**config.mk**
```make
export PLATFORM = sky130hd
export DESIGN_NAME = dmem_access_ctrl
export DESIGN_NICKNAME = d
export VERILOG_FILES = /design/src/rtl/dmem_access_ctrl.sv
export SDC_FILE = /design/constraint.sdc
export NUM_CORES = 1
export LEC_CHECK = 0
export BUFFER_PORTS_ARGS = -buffer_cell sky130_fd_sc_hd__clkbuf_2
export CAP_MARGIN = 20
export CORE_MARGIN = 8
export CORE_UTILIZATION = 30
export CTS_CLUSTER_SIZE = 20
export DETAILED_ROUTE_END_ITERATION = 16
export PLACE_DENSITY_LB_ADDON = 0.3
export SETUP_SLACK_MARGIN = 0.1
export SYNTH_ARGS = -nofsm -noshare
export SYNTH_HDL_FRONTEND = slang
export SYNTH_SLANG_ARGS = --single-unit
```
**constraint.sdc**
```tcl
create_clock -name clk -period 6.2 [get_ports clk]
set_clock_uncertainty 0.2 [all_clocks]
set_input_delay 1.86 -clock clk [delete_from_list [all_inputs] [get_ports clk]]
set_output_delay 1.86 -clock clk [all_outputs]
set_load 0.02 [all_outputs]
```
**src/rtl/dmem_access_ctrl.sv**
```systemverilog
// dmem_access_ctrl: single-port data memory sequencer arbitrating MEM stage and loader (optional DMEM_ALIGN_CHECK_EN)
module dmem_access_ctrl #(
  parameter int MAX_WAIT = 8,
  parameter int TIMEOUT  = 16
) (
  input  logic        clk,
  input  logic        rst,
  input  logic [3:0]  mem_ctl,
  input  logic [31:0] pipe_addr,
  input  logic [31:0] pipe_wdata,
  output logic [31:0] pipe_rdata,
  output logic        stall,
  input  logic        ld_req,
  input  logic        ld_we,
  input  logic [31:0] ld_addr,
  input  logic [31:0] ld_wdata,
  output logic [31:0] ld_rdata,
  output logic        ld_done,
  output logic        mem_req,
  output logic        mem_we,
  output logic [31:0] mem_addr,
  output logic [31:0] mem_wdata,
  input  logic [31:0] mem_rdata,
  input  logic        mem_ack,
  output logic        bus_err
`ifdef DMEM_ALIGN_CHECK_EN
  ,
  output logic        align_err
`endif
);
  typedef enum logic [2:0] {IDLE, PIPE_BUSY, PIPE_DONE, LD_BUSY, LD_DONE} state_t;
  state_t      state_q, state_d;
  logic [7:0]  wait_cnt_q, wait_cnt_d, tmo_cnt_q, tmo_cnt_d;
  logic [31:0] pipe_rdata_q, pipe_rdata_d, ld_rdata_q, ld_rdata_d;
  logic [31:0] mem_addr_q, mem_addr_d, mem_wdata_q, mem_wdata_d;
  logic        ld_done_q, ld_done_d, mem_req_q, mem_req_d, mem_we_q, mem_we_d;
  logic        bus_err_q, bus_err_d, align_err_q, align_err_d;
  logic        pipe_req, starve, in_busy, done_now, unused_ok;
  assign pipe_req   = mem_ctl[2] | mem_ctl[1];
  assign starve     = ld_req && wait_cnt_q == 8'(MAX_WAIT);
  assign in_busy    = state_q == PIPE_BUSY || state_q == LD_BUSY;
  assign done_now   = mem_ack || tmo_cnt_q == 8'(TIMEOUT - 1);
  assign unused_ok  = ^{mem_ctl[3], mem_ctl[0], align_err_q};
  assign stall      = pipe_req && state_q != PIPE_DONE;
  assign pipe_rdata = pipe_rdata_q;
  assign ld_rdata   = ld_rdata_q;
  assign ld_done    = ld_done_q;
  assign mem_req    = mem_req_q;
  assign mem_we     = mem_we_q;
  assign mem_addr   = mem_addr_q;
  assign mem_wdata  = mem_wdata_q;
  assign bus_err    = bus_err_q;
`ifdef DMEM_ALIGN_CHECK_EN
  assign align_err  = align_err_q;
`endif
  // arbitration, bus sequencing, starvation and timeout bookkeeping
  always_comb begin
    state_d      = state_q;
    pipe_rdata_d = pipe_rdata_q;
    ld_rdata_d   = ld_rdata_q;
    ld_done_d    = 1'b0;
    align_err_d  = 1'b0;
    mem_req_d    = mem_req_q;
    mem_we_d     = mem_we_q;
    mem_addr_d   = mem_addr_q;
    mem_wdata_d  = mem_wdata_q;
    bus_err_d    = bus_err_q;
    tmo_cnt_d    = in_busy ? tmo_cnt_q + 8'd1 : tmo_cnt_q;
    wait_cnt_d   = (ld_req && state_q != LD_BUSY && state_q != LD_DONE && !starve) ? wait_cnt_q + 8'd1 : wait_cnt_q;
    case (state_q)
      IDLE: begin
        if (starve || (ld_req && !pipe_req)) begin
          state_d     = LD_BUSY;
          mem_req_d   = 1'b1;
          mem_we_d    = ld_we;
          mem_addr_d  = ld_addr;
          mem_wdata_d = ld_wdata;
          wait_cnt_d  = 8'd0;
          tmo_cnt_d   = 8'd0;
        end else if (pipe_req) begin
`ifdef DMEM_ALIGN_CHECK_EN
          if (pipe_addr[1:0] != 2'b00) begin
            state_d      = PIPE_DONE;
            pipe_rdata_d = 32'd0;
            align_err_d  = 1'b1;
          end else
`endif
          begin
            state_d     = PIPE_BUSY;
            mem_req_d   = 1'b1;
            mem_we_d    = mem_ctl[1];
            mem_addr_d  = pipe_addr;
            mem_wdata_d = pipe_wdata;
            tmo_cnt_d   = 8'd0;
          end
        end
      end
      PIPE_BUSY, LD_BUSY: begin
        if (done_now) begin
          mem_req_d = 1'b0;
          bus_err_d = bus_err_q | ~mem_ack;
          state_d   = state_q == PIPE_BUSY ? PIPE_DONE : LD_DONE;
          ld_done_d = state_q == LD_BUSY;
          ld_rdata_d   = state_q == LD_BUSY ? (mem_ack ? mem_rdata : 32'd0) : ld_rdata_q;
          pipe_rdata_d = (state_q == PIPE_BUSY && !mem_we_q) ? (mem_ack ? mem_rdata : 32'd0) : pipe_rdata_q;
        end
      end
      default: state_d = IDLE;
    endcase
  end
  // state and output registers, all cleared by reset
  always_ff @(posedge clk) begin
    if (rst) begin
      state_q      <= IDLE;
      wait_cnt_q   <= 8'd0;
      tmo_cnt_q    <= 8'd0;
      pipe_rdata_q <= 32'd0;
      ld_rdata_q   <= 32'd0;
      ld_done_q    <= 1'b0;
      mem_req_q    <= 1'b0;
      mem_we_q     <= 1'b0;
      mem_addr_q   <= 32'd0;
      mem_wdata_q  <= 32'd0;
      bus_err_q    <= 1'b0;
      align_err_q  <= 1'b0;
    end else begin
      state_q      <= state_d;
      wait_cnt_q   <= wait_cnt_d;
      tmo_cnt_q    <= tmo_cnt_d;
      pipe_rdata_q <= pipe_rdata_d;
      ld_rdata_q   <= ld_rdata_d;
      ld_done_q    <= ld_done_d;
      mem_req_q    <= mem_req_d;
      mem_we_q     <= mem_we_d;
      mem_addr_q   <= mem_addr_d;
      mem_wdata_q  <= mem_wdata_d;
      bus_err_q    <= bus_err_d;
      align_err_q  <= align_err_d;
    end
  end
endmodule

```
; ---- Yosys cells after proc, flatten, opt, wreduce, memory -nomap -nowiden
; Cells that the tools add are included.
[op_classes]
n_addsub = 2
n_eq_ne = 9
mux = 23
bitwise = 5
n_reduce_logical = 24
[ops]
columns = op, count
row1 = $mux W32, 5
row2 = $mux W8, 7
row3 = $add A8 B1 Y8 const B, 2
row4 = $eq A8 B4 Y1 const B, 2
row5 = $mux W3, 4
row6 = $reduce_and A3 Y1, 3
row7 = $logic_and A1 B1 Y1, 7
row8 = $ne A3 B2 Y1 const B, 2
row9 = $ne A3 B3 Y1 const B, 2
row10 = $pmux W3 S2, 1
row11 = $reduce_and A2 Y1, 3
row12 = $mux W1, 5
row13 = $reduce_bool A2 Y1, 2
row14 = $eq A3 B1 Y1 const B, 1
row15 = $eq A3 B2 Y1 const B, 1
row16 = $logic_not A1 Y1, 3
row17 = $logic_not A3 Y1, 1
row18 = $logic_or A1 B1 Y1, 3
row19 = $not A1 Y1, 3
row20 = $reduce_or A3 Y1, 1
row21 = $ne A2 B2 Y1 const B, 1
row22 = $or A1 B1 Y1, 2
row23 = $pmux W1 S2, 1
row24 = $reduce_or A2 Y1, 1
[totals]
regBits = 151
out_inout_bits = 133

; ---- Longest topological paths before layout
; Gate-level depths: netlist (run 1).
[depth]
word_depth = 7
ltp_mapped = 8

; ---- Worst setup path after synthesis (run 1)
; Ideal clock, no wire load.
[synth_path]
path_type = input port to output port
startpoint = in mem_ctl[1]
endpoint = out stall
t_arrival_ns = 2.258
required_ns = 4.140
path_slack_ns = 1.882
cell_stages = 2
path_buffers = 0
cell_sequence = nor2_1 > a21oi_1
[synth_via]
elab_chain_cells = 2
[synth_lines]
columns = item, line
row1 = start: declaration, 8  ; input logic [3:0] mem_ctl,
row2 = $or A1 B1 Y1, 39  ; assign pipe_req = mem_ctl[2] | mem_ctl[1];
row3 = $logic_and A1 B1 Y1, 44  ; assign stall = pipe_req && state_q != PIPE_DONE;
row4 = end: declaration, 12  ; output logic stall,
; Every way passes these cells.

; ---- Worst setup path in the final report (run 1)
; Same ends and word-level chain as after synthesis.

==> results of run 1 <==
==> area by class of cell <==
cell class                      count  area (sq um)
Inverter                            4          15.0
Fill cell                        1912         11200
Clock buffer                       17           425
Clock inverter                     15           156
Timing Repair Buffer              310          1600
Multi-Input combinational cell    300          2580
Sequential cell                   151          3020
Tap cell                          265           332
==> cells by family after synthesis <==
family,Yosys count
flops,151
buf+inv,50
mux,65
simple gates,64
compound gates,162
fa+ha+maj,3
xor+xnor,6
==> power breakdown <==
part	switching (mW)	internal (mW)
Sequential	0.0459	1.05
Clock	0.456	0.569
Combinational	0.268	0.159
Total	0.770	1.78
==> how the worst max path moves through the flow <==
stage	from	to	cells past startpoint
global placement	mem_ctl[1]	stall	4
floorplan	mem_ctl[1]	stall	2
CTS	mem_ctl[1]	stall	4
finish	mem_ctl[1]	stall	4
global route	mem_ctl[1]	stall	4
detailed placement	mem_ctl[1]	stall	4
==> registers in the layout, summed over array words and instances (netlist names) <==
| name | cells |
|---|---|
| ld_rdata | 32 |
| mem_addr | 32 |
| mem_we | 1 |
| state_q | 3 |
| pipe_rdata | 32 |
| mem_wdata | 32 |
| ld_done | 1 |
| tmo_cnt_q | 8 |
| mem_req | 1 |
| bus_err | 1 |
| wait_cnt_q | 8 |
==> through the flow <==
stage	hold WS (ns)	setup WS, ns	instance area (sq um)	utilization
final	0.263	1.72	8120	0.420
after floorplan	0.249	1.88	5890	-
after global routing	0.271	1.64	8120	0.420
after detailed placement	0.245	1.72	7530	0.389
after CTS	0.265	1.72	8110	0.420
after global placement	0.244	1.73	7530	0.389
==> layer usage <==
metal | vias up | global-route usage
li1 | 2544 | -
met5 | - | 0
met3 | 19 | 0.0645
met1 | 2423 | 0.180
met2 | 204 | 0.238
met4 | 0 | 0.0550
==> worst max-delay path, delay by kind of cell <==
| family | cells | cell delay (ns) |
|---|---|---|
| buffers and inverters | 2 | 0.28 |
| and+or+nand+nor | 1 | 0.20 |
| AOI/OAI and AO/OA | 1 | 0.07 |
==> synthesized netlist by cell type, drive strengths merged, types with 2 or more instances <==
cell | count | share of area
or3 | 3 | 0.0032
o31ai | 4 | 0.0051
or4 | 4 | 0.0057
xor2 | 4 | 0.0060
o2bb2ai | 65 | 0.097
nand2 | 10 | 0.0064
inv | 4 | 0.0026
dfxtp | 151 | 0.51
nor3 | 4 | 0.0043
a21oi | 16 | 0.015
buf | 29 | 0.037
nand2b | 2 | 0.0021
and2 | 5 | 0.0053
o21ai | 8 | 0.0068
nand4 | 4 | 0.0043
nor2b | 2 | 0.0021
mux2i | 65 | 0.11
xnor2 | 2 | 0.0030
a32o | 64 | 0.11
clkbuf | 17 | 0.011
ha | 3 | 0.0064
nand3b | 2 | 0.0026
nand3 | 9 | 0.0085
nor2 | 12 | 0.0077
==> flow_metrics.py, run 1 <==
metrics = {
    "power": {
        "max-vdd-ir-drop_v": 0.000177,
        "powerDensity_nw_per_um2": 313,
        "p_leak_nw": 3.88,
        "power_mw": 2.55,
    },
    "synth": {
        "synth-compound-area-share": 0.246,
        "yosysWarnings": 0,
        "synth-edff-count": 0,
        "synth_cells": 501,
        "syn-num-nets": 673,
        "ys_seq_elements": 151,
        "synth_xor_area_frac": 0.00893,
        "synthSimpleGateAreaFrac": 0.0642,
        "synth.area.mux_share": 0.111,
        "synth_area_sq_um": 5890,
        "synthFlopType": "dfxtp_1",
        "syn_area_per_cell_sq_um": 11.7,
        "synthAdderAreaFrac": 0.00638,
        "ys_types": 44,
        "synthArstFlopShare": 0,
        "synth-seq-area-share": 0.514,
        "synth_top_family_by_area": "compound AO/OA/AOI/OAI gates",
    },
    "worst_setup_path": {
        "critPathArrivalTime_ns": 2.42,
        "r2r_start": "wait_cnt_q[0]",
        "r2r_setup_slack_ns": 3.46,
        "cpMaxStageDelayCell": "nor2_1",
        "critical_path_class": "in2out",
        "worstSetupStartpointType": "input port",
        "crit_top_cell": "clkbuf_2",
        "crit_fanout": 3,
        "rr_endpoint": "mem_wdata[25]",
        "critPathCaptureType": "primary output",
        "crit_chain": "clkbuf_2 > nor2_1 > a21oi_1 > clkbuf_2",
        "cp.required_ns": 4.14,
        "rr_worst_depth": 7,
        "cpPeakStageDelay_ns": 0.20,
    },
    "min_path": {
        "whs_path_depth": 1,
        "worstHoldStart": "mem_wdata[15]",
        "min_to": "mem_wdata[15]",
        "hold_class": "reg2reg",
    },
    "floorplanning": {
        "coreArea_sq_um": 19300,
        "initial_core_util": 0.304,
        "die_width_microns": 156,
        "die_y_microns": 156,
        "row_count": 51,
        "ioPinCount": 302,
        "dieArea_sq_um": 24400,
    },
    "layout": {
        "final_common_cell": "clkbuf_2",
        "syn2layout_area_growth_pct": 38.0,
        "nNetsFinal": 956,
        "antenna_cells": 0,
        "drive_above_1_share": 0.448,
        "layout_common_cells": "clkbuf_2 (299), dfxtp_1 (151), mux2i_1 (65), o2bb2ai_1 (65), a32o_1 (64)",
        "instances_no_fill": 1062,
    },
    "timing": {
        "tns_ns": 0,
        "timing.final.hold_violations": 0,
        "slew_violations": 0,
        "rsz0062_at_grt": "no",
        "setup_viol": 0,
        "tightest_slew_ns": 0.876,
        "slew_headroom": 0.416,
        "fmax_ghz": 0.223,
        "period_minus_slack_ns": 4.48,
        "fin_crit_sh": 0.722,
    },
    "clock_network": {
        "ctsHoldBuffers": 0,
        "clkTransAtPathRegs_ns": 0.07,
        "clockBufferDepth": 2,
        "cts_resized": 0,
        "cts_max_level": 4,
        "cts_tree": "built",
        "clock_latency_ns": 0.41,
        "cts-buffers-inserted": 17,
        "root_buffer": "clkbuf_16",
        "post-cts-setup-buffer-count": 0,
        "cts.sinks": 151,
    },
    "flow_run": {
        "cap_violations": 0,
    },
    "drt": {
        "vias_per_cell": 4.89,
        "antenna_left": 0,
        "wl_per_cell_microns": 18.0,
        "drt-initial-drc-count": 222,
        "top_layer": "met4",
        "drt-total-wl_microns": 19200,
        "drt-met1-wl_microns": 7970,
        "vias": 5190,
        "firstDrtPassIters": 4,
        "wl_met3_microns": 2140,
        "route.met2.wl_microns": 8770,
        "drc_errors": 0,
    },
    "grt": {
        "grt_usage": 0.151,
        "grt_overflow": 0,
        "grt_pass1_wl_microns": 28900,
        "grt_pass1_vias": 5088,
        "grt_max_degree": 51,
        "antenna_found_initial": 0,
    },
    "place": {
        "gp_congestion": 0.813,
        "portBuffers": 299,
        "place_hpwl_microns": 14400,
        "place_inst": 1029,
    },
    "status": {
        "status": "finished, final reports clean",
    },
}
Note: power is estimated with default switching activity, not from simulation.
==> run 2, diff against run 1 <==
clock period = 4.63 ns   (was 6.2 ns; I/O delays follow)
==> flow_metrics.py, run 2 (synthesis results as in run 1) <==
metrics = {
    "status": {
        "status": "finished, final reports clean",
    },
    "worst_setup_path": {
        "critPathArrivalTime_ns": 1.96,
        "path_buf_inv": 2,
        "cpMaxStageDelayCell": "nor2_1",
        "r2r_setup_slack_ns": 2.12,
        "crit_fanout": 3,
        "critical_path_class": "in2out",
        "crit_chain": "clkbuf_2 > nor2_1 > a21oi_1 > clkbuf_2",
        "cpPeakStageDelay_ns": 0.22,
        "worstSetupStartpointType": "input port",
        "critPathCaptureType": "primary output",
        "crit_top_cell": "clkbuf_2",
        "cp.required_ns": 3.04,
        "crit_family": "buffers and inverters",
    },
    "drt": {
        "vias_per_cell": 4.95,
        "wl_per_cell_microns": 17.9,
        "drt-initial-drc-count": 251,
        "vias": 5243,
        "drc_errors": 0,
        "antenna_left": 0,
        "firstDrtPassIters": 4,
        "drt-total-wl_microns": 19000,
    },
    "clock_network": {
        "clock_latency_ns": 0.41,
        "cts_resized": 0,
        "cts_max_level": 4,
        "clockBufferDepth": 2,
        "cts-buffers-inserted": 17,
        "clkTransAtPathRegs_ns": 0.06,
        "cts.sinks": 151,
        "post-cts-setup-buffer-count": 0,
        "cts_tree": "built",
        "root_buffer": "clkbuf_16",
        "ctsHoldBuffers": 0,
    },
    "layout": {
        "layout_common_cells": "clkbuf_2 (299), dfxtp_1 (151), mux2i_1 (65), o2bb2ai_1 (65), a32o_1 (64)",
        "final_common_cell": "clkbuf_2",
        "nNetsFinal": 954,
        "drive_above_1_share": 0.445,
        "syn2layout_area_growth_pct": 38.4,
        "design_area_sq_um": 8140,
        "antenna_cells": 0,
        "fillers": 1920,
    },
    "power": {
        "powerDensity_nw_per_um2": 423,
        "max-vdd-ir-drop_v": 0.000231,
        "p_leak_nw": 3.90,
        "power_mw": 3.45,
    },
    "floorplanning": {
        "row_count": 51,
        "dieArea_sq_um": 24400,
        "ioPinCount": 302,
        "initial_core_util": 0.304,
        "coreArea_sq_um": 19300,
        "die_y_microns": 156,
        "die_width_microns": 156,
    },
    "timing": {
        "tns_ns": 0,
        "fmax_ghz": 0.282,
        "tightest_slew_ns": 0.851,
        "period_minus_slack_ns": 3.55,
        "slew_headroom": 0.433,
        "rsz0062_at_grt": "no",
        "slew_violations": 0,
        "setup_viol": 0,
        "fin_crit_sh": 0.766,
        "timing.final.hold_violations": 0,
    },
    "min_path": {
        "hold_class": "reg2reg",
    },
    "place": {
        "dpl_cell_area_sq_um": 7530,
        "gp_congestion": 0.824,
        "portBuffers": 299,
        "place_hpwl_microns": 14200,
    },
    "grt": {
        "grt_pass1_vias": 5330,
        "grt_max_degree": 68,
        "grt_overflow": 0,
        "antenna_found_initial": 0,
        "grt_usage": 0.151,
        "grt_pass1_wl_microns": 29200,
    },
    "flow_run": {
        "cap_violations": 0,
    },
}
[run 2: cell count changes in the layout (fill, tap and decap cells not counted), sizes merged]
cell      before  now
buf           11    9
inv           12    8
clkinvlp       4    0
clkbuf       316  320
bufinv         1    2
clkinv         2    5
[run 2: metal layers]
metal,up-vias,wire [microns],global-route usage
met3,15,2180,0.0723
met5,-,0,0
met4,0,153,0.0342
met1,2474,7750,0.173
met2,215,8880,0.251
li1,2539,-,-
[run 2: worst paths after layout]
kind | startpoint | to | depth (start not counted)
worst max-delay path | mem_ctl[1] | stall | 4
worst min-delay path | mem_wdata[7] | mem_wdata[7] | 1
worst max register to register | state_q[0] | ld_rdata[26] | 5
worst min register to register | mem_wdata[7] | mem_wdata[7] | 1
[run 2: metrics by stage]
step           cells  worst slack [ns]   util  hold WS (ns)
4_1_cts         1060              1.08  0.421         0.263
5_1_grt         1060              1.00  0.421         0.276
3_3_place_gp    1028              1.09  0.390         0.244
6_report        1060              1.08  0.421         0.258
2_1_floorplan    501              1.25      -         0.249
3_5_place_dp    1028              1.08  0.390         0.245
[run 2: area by class of cell]
cell class,count,area [sq um],share of cell area
timing repair buffer,308,1590,0.195
tap,265,332,0.0407
multi-input combinational,300,2580,0.316
sequential,151,3020,0.371
clock buffer,21,470,0.0578
clock inverter,11,138,0.0169
inverter,4,15.0,0.00184
[run 2: power by group]
group          total [mW]  switching (mW)  internal, mW
logic               0.574           0.358         0.215
clock network        1.41           0.558         0.849
registers            1.46          0.0620          1.40
==> run 3, diff against run 2 <==
clock period = 3 ns   (was 4.63 ns; I/O delays follow)
==> flow_metrics.py, run 3 (synthesis results as in run 1) <==
metrics = {
    "worst_setup_path": {
        "cpMaxStageDelayCell": "nor2_1",
        "crit_top_cell": "clkbuf_2",
        "crit_family": "buffers and inverters",
        "critPathArrivalTime_ns": 1.47,
        "rr_worst_depth": 8,
        "path_buf_inv": 2,
        "critical_path_class": "in2out",
        "critical_path_depth": 4,
        "cp.required_ns": 1.90,
        "crit_chain": "clkbuf_2 > nor2_1 > a21oi_1 > clkbuf_2",
        "cpPeakStageDelay_ns": 0.21,
        "critPathCaptureType": "primary output",
        "worstSetupStartpointType": "input port",
        "crit_fanout": 3,
    },
    "clock_network": {
        "cts-buffers-inserted": 17,
        "post-cts-setup-buffer-count": 0,
        "root_buffer": "clkbuf_16",
        "cts_max_level": 4,
        "clkTransAtPathRegs_ns": 0.06,
        "cts_tree": "built",
        "cts.sinks": 151,
        "clock_latency_ns": 0.41,
        "clockBufferDepth": 2,
        "cts_resized": 0,
        "ctsHoldBuffers": 0,
    },
    "drt": {
        "drt-initial-drc-count": 255,
        "drt-total-wl_microns": 19500,
        "firstDrtPassIters": 7,
        "wl_per_cell_microns": 18.1,
        "vias": 5241,
        "antenna_left": 0,
        "drc_errors": 0,
        "vias_per_cell": 4.87,
    },
    "power": {
        "clkPwrFrac": 0.392,
        "seqPwrFrac": 0.428,
        "powerDensity_nw_per_um2": 635,
        "max-vdd-ir-drop_v": 0.000362,
        "swShare": 0.289,
        "power.internal_mw": 3.75,
        "p_leak_nw": 3.98,
        "p_comb_frac": 0.180,
        "p_switching_mw": 1.52,
    },
    "place": {
        "place_hpwl_microns": 14700,
        "pre_cts_ws_ns": 0.260,
        "dpl_cell_area_sq_um": 7740,
        "portBuffers": 299,
        "gp_congestion": 0.842,
    },
    "layout": {
        "layout_common_cells": "clkbuf_2 (299), dfxtp_1 (151), mux2i_1 (65), o2bb2ai_1 (65), a32o_1 (64)",
        "multi_input_area_sq_um": 2580,
        "nNetsFinal": 973,
        "antenna_cells": 0,
        "syn2layout_area_growth_pct": 41.1,
        "drive_above_1_share": 0.457,
        "ff_latch_area_sq_um": 3020,
        "final_common_cell": "clkbuf_2",
        "fillers": 1881,
        "design_area_sq_um": 8300,
    },
    "floorplanning": {
        "row_count": 51,
        "die_width_microns": 156,
        "ioPinCount": 302,
        "coreArea_sq_um": 19300,
        "dieArea_sq_um": 24400,
        "die_y_microns": 156,
        "initial_core_util": 0.304,
    },
    "timing": {
        "setup_viol": 0,
        "tns_ns": 0,
        "timing.final.hold_violations": 0,
        "fin_crit_sh": 0.856,
        "setup_ws_ns": 0.432,
        "period_minus_slack_ns": 2.57,
        "rsz0062_at_grt": "no",
        "slew_violations": 0,
        "fmax_ghz": 0.389,
        "tightest_slew_ns": 0.562,
        "slew_headroom": 0.624,
    },
    "grt": {
        "grt_pass1_wl_microns": 30000,
        "grt_overflow": 0,
        "grt_max_degree": 66,
        "antenna_found_initial": 0,
        "grt_pass1_vias": 5388,
        "grt_usage": 0.156,
    },
    "flow_run": {
        "cap_violations": 0,
    },
    "status": {
        "status": "finished, final reports clean",
    },
    "min_path": {
        "whs_path_depth": 1,
        "hold_class": "reg2reg",
    },
}
-- run 3: per-stage QoR --
| step | utilization | instances | power (mW) | hold slack [ns] |
|---|---|---|---|---|
| global placement | 0.400 | 1047 | 3.26 | 0.244 |
| CTS | 0.429 | 1077 | 5.36 | 0.264 |
| floorplan | - | 501 | 2.82 | 0.249 |
| global route | 0.429 | 1077 | 5.52 | 0.274 |
| detailed placement | 0.400 | 1047 | 3.27 | 0.247 |
| finish | 0.429 | 1077 | 5.27 | 0.258 |
-- run 3: power by group through the flow --
stage | registers [mW] | logic, mW | clock network, mW
CTS | 2.26 | 0.966 | 2.14
floorplan | 2.47 | 0.356 | 0
detailed placement | 2.30 | 0.965 | 0
finish | 2.26 | 0.949 | 2.07
global placement | 2.30 | 0.961 | 0
global route | 2.28 | 1.03 | 2.21
-- run 3: final timing paths --
kind,from,end,slack [ns]
max reg2reg,wait_cnt_q[0],mem_wdata[14],0.60
max,mem_ctl[1],stall,0.43
min reg2reg,mem_wdata[9],mem_wdata[9],0.26
min,mem_wdata[9],mem_wdata[9],0.26
-- run 3: layer usage --
layer,routed length [microns],track usage
met1,8240,0.183
met2,8870,0.254
met3,2100,0.0607
met4,331,0.0568
met5,0,0
-- run 3: cell type report --
cell class | instances | share of cell area
Inverter | 4 | 0.00181
Multi-Input combinational cell | 300 | 0.310
Clock inverter | 9 | 0.0113
Sequential cell | 151 | 0.364
Clock buffer | 21 | 0.0567
Timing Repair Buffer | 327 | 0.216
Tap cell | 265 | 0.0399
-- run 3: worst reg2reg max path: stages, from the launching register on --
cell and delay, ns:
dfxtp_1 0.43, inv_1 0.09, ha_1 0.19, nor4bb_2 0.19
a22oi_2 0.32, buf_12 0.29, buf_12 0.26, mux2i_1 0.25
o2bb2ai_1 0.08
